[config.mk]
export PLATFORM = sky130hd
export DESIGN_NAME = divisor_binario_sequencial
export DESIGN_NICKNAME = d
export VERILOG_FILES = /design/src/rtl/divisor_binario_sequencial_pkg.sv /design/src/rtl/divisor_passo.sv /design/src/rtl/divisor_binario_sequencial.sv
export SDC_FILE = /design/constraint.sdc
export NUM_CORES = 1
export LEC_CHECK = 0
export CORE_UTILIZATION = 35
export CTS_BUF_LIST = sky130_fd_sc_hd__clkbuf_8
export CTS_CLUSTER_SIZE = 8
export DETAILED_ROUTE_END_ITERATION = 8
export HOLD_SLACK_MARGIN = 0.02
export PLACE_DENSITY = 0.56
export SYNTH_ARGS = -nofsm -noshare
export SYNTH_HDL_FRONTEND = slang
export SYNTH_SLANG_ARGS = --single-unit
[constraint.sdc]
create_clock -name clock -period 2 [get_ports clock]
set_input_delay 0.4 -clock clock [delete_from_list [all_inputs] [get_ports clock]]
set_output_delay 0.4 -clock clock [all_outputs]
set_load 0.02 [all_outputs]
[src/rtl/divisor_binario_sequencial_pkg.sv]
// Shared types and constants for the sequential restoring divider.
// State encoding and default operand width live here so shell and bench agree.
package divisor_binario_sequencial_pkg;

    typedef enum logic [1:0] {
        REPOUSO = 2'd0,
        CALCULA = 2'd1,
        FIM     = 2'd2
    } estado_t;

    localparam int N_PADRAO = 8;

    // Quotient would not fit in N bits (or divisor is zero): reject up front.
    function automatic logic erro_previo(input logic [N_PADRAO-1:0] parte_alta,
                                         input logic [N_PADRAO-1:0] dsr);
        return (dsr == '0) || (parte_alta >= dsr);
    endfunction

endpackage

[src/rtl/divisor_passo.sv]
// One combinational restoring-division step: shift {rem,quo} left, then
// subtract the divisor and set the new quotient bit if it fits.
module divisor_passo
    import divisor_binario_sequencial_pkg::*;
#(
    parameter int N = N_PADRAO
) (
    input  logic [N:0]   rem,
    input  logic [N-1:0] quo,
    input  logic [N-1:0] dsr,
    output logic [N:0]   rem_prox,
    output logic [N-1:0] quo_prox
);

    logic [N:0] desloc;
    logic [N:0] dsr_ext;
    logic       cabe;
    // The partial remainder stays below dsr between steps, so its MSB is always 0.
    logic       unused_rem_msb;

    assign unused_rem_msb = rem[N];
    assign desloc         = {rem[N-1:0], quo[N-1]};
    assign dsr_ext        = {1'b0, dsr};
    assign cabe           = (desloc >= dsr_ext);
    assign rem_prox       = cabe ? (desloc - dsr_ext) : desloc;
    assign quo_prox       = {quo[N-2:0], cabe};

endmodule

[src/rtl/divisor_binario_sequencial.sv]
// Sequential restoring divider shell: 2N-bit dividend / N-bit divisor, one bit per clock.
// Optional debug port passo is enabled with DIVISOR_BINARIO_SEQUENCIAL_PASSO_EN.
module divisor_binario_sequencial
    import divisor_binario_sequencial_pkg::*;
#(
    parameter int N = N_PADRAO
) (
    input  logic               clock,
    input  logic               reset_n,
    input  logic               start,
    input  logic [2*N-1:0]     dividendo,
    input  logic [N-1:0]       divisor,
    output logic [N-1:0]       quociente,
    output logic [N-1:0]       resto,
    output logic               erro,
    output logic               ocupado,
    output logic               pronto
`ifdef DIVISOR_BINARIO_SEQUENCIAL_PASSO_EN
    ,
    output logic [$clog2(N+1)-1:0] passo
`endif
);

    localparam int CW = $clog2(N+1);
    localparam logic [CW-1:0] ULTIMO = CW'(N - 1);

    estado_t       estado;
    logic [N:0]    rem;
    logic [N-1:0]  quo;
    logic [N-1:0]  dsr;
    logic [CW-1:0] cnt;

    logic [N:0]    rem_prox;
    logic [N-1:0]  quo_prox;
    logic          erro_entrada;

    assign erro_entrada = (divisor == '0) || (dividendo[2*N-1:N] >= divisor);

    divisor_passo #(.N(N)) u_passo (
        .rem      (rem),
        .quo      (quo),
        .dsr      (dsr),
        .rem_prox (rem_prox),
        .quo_prox (quo_prox)
    );

    // NOTE: state is updated with non-blocking assignments so every register
    // samples the pre-edge values; blocking here would chain steps within one edge.
    always_ff @(posedge clock or negedge reset_n) begin
        if (!reset_n) begin
            estado    <= REPOUSO;
            rem       <= '0;
            quo       <= '0;
            dsr       <= '0;
            cnt       <= '0;
            quociente <= '0;
            resto     <= '0;
            erro      <= 1'b0;
        end else begin
            case (estado)
                REPOUSO: begin
                    if (start) begin
                        if (erro_entrada) begin
                            estado    <= FIM;
                            quociente <= '0;
                            resto     <= '0;
                            erro      <= 1'b1;
                        end else begin
                            estado <= CALCULA;
                            rem    <= {1'b0, dividendo[2*N-1:N]};
                            quo    <= dividendo[N-1:0];
                            dsr    <= divisor;
                            cnt    <= '0;
                        end
                    end
                end
                CALCULA: begin
                    if (start) begin
                        // Abort: back to idle with everything cleared; not a new request.
                        estado    <= REPOUSO;
                        rem       <= '0;
                        quo       <= '0;
                        dsr       <= '0;
                        cnt       <= '0;
                        quociente <= '0;
                        resto     <= '0;
                        erro      <= 1'b0;
                    end else begin
                        rem <= rem_prox;
                        quo <= quo_prox;
                        cnt <= cnt + CW'(1);
                        if (cnt == ULTIMO) begin
                            estado    <= FIM;
                            quociente <= quo_prox;
                            resto     <= rem_prox[N-1:0];
                            erro      <= 1'b0;
                        end
                    end
                end
                FIM: begin
                    estado <= REPOUSO;
                end
                default: begin
                    estado <= REPOUSO;
                end
            endcase
        end
    end

    assign ocupado = (estado == CALCULA);
    assign pronto  = (estado == FIM);

`ifdef DIVISOR_BINARIO_SEQUENCIAL_PASSO_EN
    assign passo = (estado == CALCULA) ? (cnt + CW'(1)) : '0;
`endif

endmodule

==> run summary <==
Status - finished with violations
Failing checks - setup timing
Netlist cell types - 51
Die Span Y - 91.1 µm
Top cells by area, synth - dfrtp_1 42%, ha_1 7.7%, inv_1 4.6%
Synth Register Bits - 47
Clock Sinks - 47
1st-iter DRT viols - 102
Slew margin rel. - 58.1%
R2R cell count - 8
Reg2Reg Setup Slack - -130 ps
Num CTS Buffers - 5
Asr flop ratio synth - 100%
Area leader, netlist - dfrtp_1
Cell Chain, Critical Path - ha_4 > fa_2 > nand2b_4 > a21o_1 > a21boi_2 > o21ai_1 > a31o_2 > mux2_4
Net Count, Synth - 343
Overall power - 6.59 mW
Final worst path period need - 2130 ps
Vias - 2,587
Final RePlAce weighted congestion - 0.806
Final Hold Fails - 0
DR WL/cell - 15.2 µm
Crit-path max FO - 3
Max rail drop VDD - 0.550 mV
CTS clk-pin slew, worst paths - 100 ps
Cts hold-fix bufs - 0
Hold slack final - 176 ps
RSZ-0062 raised after global routing - yes
FF-to-FF End - resto[6]
Placed instance count - 491
Combinational power share - 62.4%
CTS root buffer - clkbuf_8
Cell with the most instances after synthesis - dfrtp_1
Worst EP arrival - 2340 ps
Die X - 91.1 µm
Synth-to-layout area growth - 59.1%
Actual slew at the worst max-slew pin - 629 ps
Seq/Total Area, Yosys - 42.4%
Max cap viols - 0
GRT Util Overall - 20.0%
Crit path launch type - flop
CTS tree - built
Ports - 46
Drt pass-1 iters - 4
Layout cells sized above 1 - 41.1%
Leakage - 1.95 nW
Post-Syn Area - 0.00278 mm²
Synth warn - 0
Antenna viol nets, final - 0
Top_reg_cell synth - dfrtp_1
Int Power - 3.95 mW
Mean Syn Cell Area - 9.32 µm²
Final setup fails - 7
Initial Util - 36.1%
R2r startpoint - dsr[0]
HPWL Detailed - 5340 µm
Number of global-route vias before repair - 2,601
Worst-case clock skew - 12.7 ps
Layout Nets - 462
Overflow after GRT - 0
First-pass GRT wire length - 13,000 µm
Power per cell area - 1490 mW/mm²
Setup_tns - -333 ps
Fin util - 57.5%
DRC - 0
Core ar. - 0.00769 mm²
Diodes inserted - 0
Crit-path slowest cell - dfrtp_1
Setup crit start - dsr[0]
Worst skew pair latency - 310 ps
Sw frac - 40.1%
Core Rows - 32
Hold crit path type - primary input to asynchronous set/reset pin
CP endpoint - resto[6]
Worst-case clock buffer depth - 2
Antenna violations before repair - 0
CP peak stage delay - 420 ps
Clock power share - 12.8%
Pins Over Slew Limit - 0
Final setup margin - -135 ps
Layout Cells excl Fill - 520
Post-synth EDFFs - 0
Share of the synthesized area in the top cell type - 42.4%
Largest net degree at the start of global routing - 48
Fillers - 685
Tcrit/Tclk final - 107%
Full die area - 0.00829 mm²
WP data required - 2200 ps
Drt total wl - 7890 µm
H-Tree Depth - 2
Post-Synthesis Cells - 298
Critical path class - flop to flop
IO Port Bufs - 45
Reg power frac - 24.8%
CP endpoint kind - flop
Switch Pwr - 2.65 mW
Synth cell count leaders - 47 x dfrtp_1, 34 x inv_1, 28 x nand2_1
Max Clk Rate - 0.468 GHz
DR vias/cell - 4.98
[stage by stage]
step | setup slack (ps) | area, µm²
after global routing | -199 | 4420
after floorplan | -105 | 2860
final | -135 | 4420
after detailed placement | -901 | 3790
after global placement | -860 | 3790
after CTS | -109 | 4300
[state kept, by name, indices dropped and copies added (netlist names)]
name / count
erro: 1
resto: 8
quo: 8
cnt: 4
estado: 2
rem: 8
quociente: 8
dsr: 8
[critical path: cells and delay by family, from the launching register on]
family	cells	cell delay (ps)
simple gates	1	150
flops	1	420
fa+ha+maj	2	530
compound gates	4	670
mux	1	260
[power groups by stage]
stage / registers [mW] / logic, mW / clock network (mW)
after floorplan: 1.70 / 1.81 / 0
after global placement: 1.60 / 3.10 / 0
after detailed placement: 1.60 / 3.13 / 0
after CTS: 1.62 / 3.86 / 0.854
after global routing: 1.69 / 4.48 / 0.896
final: 1.63 / 4.12 / 0.846
[area by class of cell]
class                           instances  area, µm²  share of cell area, %
Clock inverter                          3       63.8                   1.44
Clock buffer                            5       68.8                   1.56
Timing Repair Buffer                  122       1080                   24.4
Inverter                               34        140                   3.17
Tap cell                              102        128                   2.89
Sequential cell                        47       1180                   26.7
Multi-Input combinational cell        207       1760                   39.9
[metal layers]
| layer | vias up | share of wire (%) | wire length, µm | track usage (%) |
|---|---|---|---|---|
| met5 | - | 0 | 0 | 0 |
| met4 | 0 | 2.1 | 165 | 6.48 |
| li1 | 1288 | - | - | - |
| met3 | 11 | 3.2 | 251 | 3.27 |
| met1 | 1237 | 46 | 3600 | 26.2 |
| met2 | 51 | 49 | 3880 | 33.8 |
[logic make-up after synthesis]
| logic type | count (synthesis) | share of synthesized area (%) |
|---|---|---|
| AOI/OAI and AO/OA | 90 | 22.4 |
| buffers and inverters | 47 | 8.34 |
| and+or+nand+nor | 84 | 14.1 |
| muxes | 10 | 3.79 |
| DFF | 47 | 42.4 |
| xor gates and xnor gates | 2 | 0.631 |
| adders and majority gates | 18 | 8.38 |
[layout by cell type, fill, tap and decap left out, drive strengths merged, types with 3 or more instances in the layout]
cell type / count
a21o: 3
a21oi: 26
a22oi: 7
a31oi: 3
buf: 83
clkbuf: 7
clkdlybuf4s50: 27
dfrtp: 47
dlygate4sd2: 9
ha: 17
inv: 35
mux2: 4
mux2i: 6
nand2: 28
nand2b: 6
nand3: 12
nor2: 21
nor2b: 3
nor3: 3
o21ai: 27
o22a: 3
o31ai: 7
[worst min-delay path by stage]
stage | start | end | slack (ps) | cells after the start
finish | reset_n | quociente[5] | 180 | 2
global route | reset_n | quociente[5] | 240 | 2
CTS | reset_n | quociente[5] | 200 | 2
detailed placement | dsr[7] | dsr[7] | 470 | 2
global placement | dsr[3] | dsr[3] | 460 | 2
floorplan | reset_n | cnt[0] | 100 | 0
[repair_timing]
item	CTS	global route
endpoints found under the setup margin	48	37
pin swaps	11	6
gates cloned	5	0
buffers inserted	12	4
gates resized for setup	85	34
Power figures use the tool's default switching activity.
